[config.mk]
export PLATFORM = sky130hd
export DESIGN_NAME = image_load_avalon_master
export DESIGN_NICKNAME = d
export VERILOG_FILES = /design/src/rtl/image_load_avalon_master.sv
export SDC_FILE = /design/constraint.sdc
export NUM_CORES = 2
export LEC_CHECK = 0
export CORE_MARGIN = 2
export CORE_UTILIZATION = 34
export DETAILED_ROUTE_END_ITERATION = 8
export GPL_ROUTABILITY_DRIVEN = 0
export PLACE_DENSITY = 0.58
export SLEW_MARGIN = 20
export SYNTH_ARGS = -nofsm -noshare
export SYNTH_HDL_FRONTEND = slang
export SYNTH_SLANG_ARGS = --single-unit
[constraint.sdc]
create_clock -name clk -period 9.7 [get_ports clk]
set_input_delay 1.455 -clock clk [delete_from_list [all_inputs] [get_ports clk]]
set_output_delay 1.455 -clock clk [all_outputs]
set_load 0.01 [all_outputs]
[src/rtl/image_load_avalon_master.sv]
// image_load_avalon_master
// Avalon-MM read master that replays stored images as an Avalon-ST stream.
// Reads are issued against a credit count so the internal show-ahead FIFO
// can never overflow; SOP/EOP are derived from the output word position.
// Optional feature macro: IMAGE_LOAD_CONTINUOUS_EN (endless single-image
// replay when started with sig_image_cnt==0, stopped by a second sig_en).
module image_load_avalon_master #(
   parameter int DATA_WIDTH     = 32,
   parameter int FIFO_DEPTH_LOG = 6,
   parameter int STORE_WIDTH    = 4,
   parameter int WORDS_WIDTH    = 24
) (
   input  logic                   clk,
   input  logic                   rst,
   output logic [31:0]            avm_address,
   output logic                   avm_read,
   input  logic [DATA_WIDTH-1:0]  avm_readdata,
   input  logic                   avm_waitrequest,
   input  logic                   avm_readdatavalid,
   output logic [DATA_WIDTH-1:0]  dout_data,
   output logic                   dout_valid,
   input  logic                   dout_ready,
   output logic                   dout_startofpacket,
   output logic                   dout_endofpacket,
   input  logic                   sig_en,
   input  logic [31:0]            sig_address,
   input  logic [STORE_WIDTH-1:0] sig_image_cnt,
   input  logic [WORDS_WIDTH-1:0] sig_words,
   output logic                   sig_busy
);

   localparam int BYTES = DATA_WIDTH / 8;
   localparam int DEPTH = 2 ** FIFO_DEPTH_LOG;
   localparam int RES_W = FIFO_DEPTH_LOG + 1;
   localparam logic [RES_W-1:0] FULL_CNT = {1'b1, {FIFO_DEPTH_LOG{1'b0}}};

   localparam logic [1:0] S_IDLE = 2'd0;
   localparam logic [1:0] S_RUN  = 2'd1;
   localparam logic [1:0] S_DONE = 2'd2;

`ifdef IMAGE_LOAD_CONTINUOUS_EN
   localparam logic CONT_EN = 1'b1;
`else
   localparam logic CONT_EN = 1'b0;
`endif

   logic [1:0]             state;
   logic [31:0]            cfg_addr;
   logic [WORDS_WIDTH-1:0] cfg_words;
   logic                   cfg_cont;
   logic                   stop_req;

   logic [31:0]            req_addr, req_addr_nxt;
   logic [WORDS_WIDTH-1:0] req_words, req_words_nxt;
   logic [STORE_WIDTH-1:0] req_images, req_images_nxt;
   logic [RES_W-1:0]       reserved, reserved_nxt;
   logic                   avm_read_nxt;

   logic [DATA_WIDTH-1:0]     mem [DEPTH];
   logic [FIFO_DEPTH_LOG-1:0] wr_ptr, rd_ptr;
   logic [RES_W-1:0]          count;

   logic [WORDS_WIDTH-1:0] out_words;
   logic [STORE_WIDTH-1:0] out_images;

   logic start, accept, pop, fifo_full, fifo_wr, eop_word, last_pop, run_nxt;

   // Handshake decodes and the end-of-run condition
   always_comb begin
      // A read left stalled from a stopped continuous run must drain before
      // the address register may be reloaded by a new start.
      start     = (state == S_IDLE) && sig_en && !avm_read &&
                  (sig_words != '0) && ((sig_image_cnt != '0) || CONT_EN);
      accept    = avm_read && !avm_waitrequest;
      pop       = dout_valid && dout_ready;
      fifo_full = (count == FULL_CNT);
      eop_word  = (out_words == cfg_words - WORDS_WIDTH'(1));
      last_pop  = (state == S_RUN) && pop && eop_word &&
                  (cfg_cont ? stop_req : (out_images == STORE_WIDTH'(1)));
      fifo_wr   = (state == S_RUN) && !last_pop && avm_readdatavalid && !fifo_full;
      run_nxt   = start || ((state == S_RUN) && !last_pop);
   end

   // Next request address/counters, credit count and read strobe
   always_comb begin
      req_addr_nxt   = req_addr;
      req_words_nxt  = req_words;
      req_images_nxt = req_images;
      reserved_nxt   = reserved;
      if (start) begin
         req_addr_nxt   = sig_address;
         req_words_nxt  = sig_words;
         req_images_nxt = (sig_image_cnt == '0) ? STORE_WIDTH'(1) : sig_image_cnt;
         reserved_nxt   = '0;
      end else if (state == S_RUN) begin
         reserved_nxt = reserved + RES_W'(accept) - RES_W'(pop);
         if (accept) begin
            if (req_words == WORDS_WIDTH'(1)) begin
               req_words_nxt = cfg_words;
               // Continuous replay keeps one image pending and rewinds the
               // address; a pending stop lets this image be the last one.
               if (cfg_cont && !stop_req) begin
                  req_addr_nxt = cfg_addr;
               end else begin
                  req_addr_nxt   = req_addr + 32'(BYTES);
                  req_images_nxt = req_images - STORE_WIDTH'(1);
               end
            end else begin
               req_words_nxt = req_words - WORDS_WIDTH'(1);
               req_addr_nxt  = req_addr + 32'(BYTES);
            end
         end
      end
      if (avm_read && avm_waitrequest)
         avm_read_nxt = 1'b1;
      else
         avm_read_nxt = run_nxt && (req_images_nxt != '0) && (reserved_nxt < FULL_CNT);
   end

   // Request-side registers
   always_ff @(posedge clk) begin
      if (rst) begin
         avm_read   <= 1'b0;
         req_addr   <= '0;
         req_words  <= '0;
         req_images <= '0;
         reserved   <= '0;
      end else begin
         avm_read   <= avm_read_nxt;
         req_addr   <= req_addr_nxt;
         req_words  <= req_words_nxt;
         req_images <= req_images_nxt;
         reserved   <= reserved_nxt;
      end
   end

   // Control FSM, configuration latch and output word/image position
   always_ff @(posedge clk) begin
      if (rst) begin
         state      <= S_IDLE;
         cfg_addr   <= '0;
         cfg_words  <= '0;
         cfg_cont   <= 1'b0;
         stop_req   <= 1'b0;
         out_words  <= '0;
         out_images <= '0;
      end else begin
         case (state)
            S_IDLE: begin
               if (start) begin
                  state      <= S_RUN;
                  cfg_addr   <= sig_address;
                  cfg_words  <= sig_words;
                  cfg_cont   <= CONT_EN && (sig_image_cnt == '0);
                  stop_req   <= 1'b0;
                  out_words  <= '0;
                  out_images <= sig_image_cnt;
               end
            end
            S_RUN: begin
               if (cfg_cont && sig_en)
                  stop_req <= 1'b1;
               if (pop) begin
                  if (eop_word) begin
                     out_words <= '0;
                     if (!cfg_cont)
                        out_images <= out_images - STORE_WIDTH'(1);
                  end else begin
                     out_words <= out_words + WORDS_WIDTH'(1);
                  end
               end
               if (last_pop)
                  state <= S_DONE;
            end
            S_DONE: begin
               state    <= S_IDLE;
               stop_req <= 1'b0;
            end
            default: state <= S_IDLE;
         endcase
      end
   end

   // FIFO pointers; words read ahead past a continuous-mode stop are flushed
   always_ff @(posedge clk) begin
      if (rst) begin
         wr_ptr <= '0;
         rd_ptr <= '0;
         count  <= '0;
      end else if (last_pop) begin
         rd_ptr <= wr_ptr;
         count  <= '0;
      end else begin
         if (fifo_wr)
            wr_ptr <= wr_ptr + FIFO_DEPTH_LOG'(1);
         if (pop)
            rd_ptr <= rd_ptr + FIFO_DEPTH_LOG'(1);
         count <= count + RES_W'(fifo_wr) - RES_W'(pop);
      end
   end

   // FIFO storage
   always_ff @(posedge clk) begin
      if (fifo_wr)
         mem[wr_ptr] <= avm_readdata;
   end

   assign avm_address        = req_addr;
   assign dout_valid         = (count != '0);
   assign dout_data          = dout_valid ? mem[rd_ptr] : '0;
   assign dout_startofpacket = dout_valid && (out_words == '0);
   assign dout_endofpacket   = dout_valid && eop_word;
   assign sig_busy           = (state != S_IDLE);

   // The credit count must keep returning data from overrunning the FIFO
   a_no_overflow: assert property (@(posedge clk) disable iff (rst)
      !((state == S_RUN) && avm_readdatavalid && fifo_full));

endmodule

==> flow_metrics.env <==
export IMPL_wire_per_inst_um=27.9
export IMPL_grt_max_degree=135
export IMPL_setup_ws_ps=3020
export IMPL_setup_tns_ps=0
export IMPL_overflow=0
export IMPL_grt_pass1_vias=43200
export IMPL_postCtsSetupBuffers=0
export IMPL_worstSetupPathType="flop to output port"
export IMPL_r2r_end="count[6]$_SDFF_PP0_"
export IMPL_cap_violations=0
export IMPL_cpPeakStageDelay_ps=970
export IMPL_fill_cells=22600
export IMPL_ys_flop_type="edfxtp_1"
export IMPL_yosysTopAreaCellShare_pct=71.0
export IMPL_final_antenna_net_count=0
export IMPL_drv_slew=0
export IMPL_nets=4537
export IMPL_yosysTopAreaCell="edfxtp_1"
export IMPL_hold_path_end="avm_address[1]$_SDFFE_PP0P_"
export IMPL_clk_latency_ps=850
export IMPL_ys_seq_area_share_pct=74.4
export IMPL_instances_no_fill=7959
export IMPL_grt_pass1_wl_mm=317
export IMPL_fin_skew_ps=54.8
export IMPL_path_buf_inv=1
export IMPL_synth_edf_count=2048
export IMPL_critPathRequiredTime_ps=8250
export IMPL_io_pins=167
export IMPL_syn_avg_cell_area_um2=20.8
export IMPL_rows=185
export IMPL_cp_top_family="simple AND/OR/NAND/NOR gates"
export IMPL_vdd_ir_drop_max_uv=219
export IMPL_drtPass1Iterations=7
export IMPL_finalCriticalPeriod_ps=6680
export IMPL_hold_viol=0
export IMPL_synthToLayoutAreaGrowth_pct=15.1
export IMPL_netlist_area_mm2=0.0867
export IMPL_port_buffers=166
export IMPL_hp_class="flop to flop"
export IMPL_route_detailed_drc=0
export IMPL_final_cell_mix="2048 x edfxtp_1, 659 x mux4_2, 213 x clkbuf_16"
export IMPL_arrival_ps=5220
export IMPL_relSlewSlack_pct=20.1
export IMPL_netlist_instances=4160
export IMPL_place_ws_ps=3340
export IMPL_mappedNetlistNets=4287
export IMPL_cts_resized=0
export IMPL_r2r_cells=21
export IMPL_ys_types=79
export IMPL_hpwl_mm=121
export IMPL_cts_hold_buf=0
export IMPL_routed_wl_mm=222
export IMPL_synth_seq_cells=2195
export IMPL_timing_fmax_mhz=150
export IMPL_vias_per_cell=5.40
export IMPL_fp_dieW_um=509
export IMPL_tightest_slew_ps=1190
export IMPL_p_comb_share_pct=16.7
export IMPL_dieArea_mm2=0.259
export IMPL_min_from="avm_address[1]$_SDFFE_PP0P_"
export IMPL_clockRootBuffer="clkbuf_16"
export IMPL_pwr_share_seq_pct=47.0
export IMPL_crit_path_start_kind="flop"
export IMPL_register_area_mm2=0.0645
export IMPL_worstPathCellList="nor3_1, nand3_1, o21a_1, o41ai_1, o21bai_1, nor4_1, and2_1, clkdlybuf4s50_1"
export IMPL_leakage_nw=29.8
export IMPL_dr_total_vias=43000
export IMPL_clkSlewWorstSetupHoldPaths_ps=60
export IMPL_swShare_pct=24.7
export IMPL_cts_sinks=2195
export IMPL_cp_slowest_cell="nor3_1"
export IMPL_die_h_um=509
export IMPL_rrSetupSlack_ps=3310
export IMPL_p_int_mw=16.9
export IMPL_reg2reg_from="cfg_words[2]$_SDFFE_PP0P_"
export IMPL_gr_usage_all_layers_pct=17.0
export IMPL_synth_top_cells_by_area="edfxtp_1 71%, mux4_2 17%, dfxtp_1 3.4%"
export IMPL_synthArstFlopShare_pct=0
export IMPL_first_iter_violations=4241
export IMPL_holdPathStages=2
export IMPL_status="finished, final reports clean"
export IMPL_antenna_found_initial=10
export IMPL_drive_above_1_share_pct=26.1
export IMPL_setup_viol=0
export IMPL_power_density_mw_per_mm2=225
export IMPL_p_switching_mw=5.56
export IMPL_start_util_pct=34.2
export IMPL_htreeDepth=4
export IMPL_numCtsBuffers=212
export IMPL_end_kind="output port"
export IMPL_multiInputGateArea_mm2=0.0215
export IMPL_pwr_share_clk_pct=36.2
export IMPL_clockBufferDepth=3
export IMPL_rsz0062_at_grt="false"
export IMPL_fin_crit_sh_pct=68.8
export IMPL_cts_tree="done"
export IMPL_mostFrequentLayoutCell="edfxtp_1"
export IMPL_yosys_warnings=0
export IMPL_cp_max_fo=11
export IMPL_fin_util_pct=39.3
export IMPL_dp_cells=7561
export IMPL_coreArea_mm2=0.254
## cell usage after synthesis, drive strengths merged (6+ instances only)
cell	count
nor2	121
nor3	53
xnor2	36
and3	21
a211oi	43
nor4b	6
or2	11
o211ai	11
nor4	58
nand3	50
o221ai	9
clkbuf	169
ha	27
nor2b	22
a21oi	117
a311oi	7
or4	12
mux4	659
o21ai	42
mux2i	18
and2	24
inv	51
buf	75
or3	15
dfxtp	147
a31oi	15
edfxtp	2048
xor2	39
nand2	139
nand2b	11
nand4	29
## power by group through the flow
| stage | registers (mW) | logic (mW) | clock network [mW] |
|---|---|---|---|
| 6_report | 10.6 | 3.76 | 8.15 |
| 5_1_grt | 10.6 | 4.03 | 8.67 |
| 4_1_cts | 10.6 | 3.83 | 8.33 |
| 3_5_place_dp | 10.8 | 3.83 | 0 |
| 3_3_place_gp | 10.8 | 3.81 | 0 |
| 2_1_floorplan | 10.7 | 2.61 | 0 |
## final cells by class
type,instances,share of cell area [%]
sequential,2195,64.6
timing repair buffer,280,2.56
inverter,51,0.192
multi-input combinational,1670,21.6
tap,3366,4.22
clock inverter,120,1.27
antenna,8,0.0201
clock buffer,269,5.55
## through the flow
stage | hold WS (ps) | power [mW] | instance area [µm²]
final | 457 | 22.5 | 99800
after CTS | 457 | 22.7 | 99700
after global placement | 443 | 14.6 | 92900
after global routing | 473 | 23.3 | 99800
after detailed placement | 449 | 14.6 | 92900
after floorplan | 441 | 13.3 | 86700
## layer usage
| metal | vias up | track usage, % | share of wire [%] |
|---|---|---|---|
| met4 | 10 | 3.87 | 1.9 |
| met2 | 1402 | 28.3 | 50 |
| met5 | - | 0 | 0.029 |
| met1 | 23400 | 23.4 | 42 |
| met3 | 268 | 2.64 | 6.0 |
| li1 | 17900 | - | - |
## kinds of logic after synthesis
kind of cell	count (synthesis)	share of synthesized area, %
xor+xnor	78	0.837
fa+ha+maj	29	0.436
mux	682	17.4
flops	2195	74.4
buf+inv	295	1.31
simple gates	591	3.53
compound gates	290	2.13
## worst max-delay path by stage
stage	from	to	slack, ps	depth (start not counted)
finish	cfg_words[2]$_SDFFE_PP0P_	dout_endofpacket	3020	8
global placement	dout_ready	count[6]$_SDFF_PP0_	3390	20
floorplan	cfg_words[0]$_SDFFE_PP0P_	mem[37][0]$_DFFE_PP_	3350	13
detailed placement	dout_ready	count[6]$_SDFF_PP0_	3340	20
CTS	flop	dout_data[1]	3000	6
global route	cfg_words[2]$_SDFFE_PP0P_	dout_endofpacket	2820	8
## flip-flops by register name, indices dropped and copies added (netlist names), 6 cells and up, named ones only
signal and cells:
req_words 24, wr_ptr 6, avm_address 32, reserved 7
rd_ptr 6, mem 2048, cfg_words 24, count 7
out_words 24
## worst reg2reg max path, cell delays in order (launching register included)
cell,delay (ps)
dfxtp_1,370
nor3_1,970
nand3_1,520
o21a_1,330
o41ai_1,620
o211ai_1,280
nor4_4,430
nor3_1,160
inv_2,700
ha_1,370
inv_1,60
ha_1,160
inv_1,60
fa_1,420
inv_1,80
a21oi_1,60
o21bai_1,200
a21oi_1,110
nor2_1,120
nor2_1,70
xnor2_1,140
nor3_1,60
(Power assumes the default switching activity.)
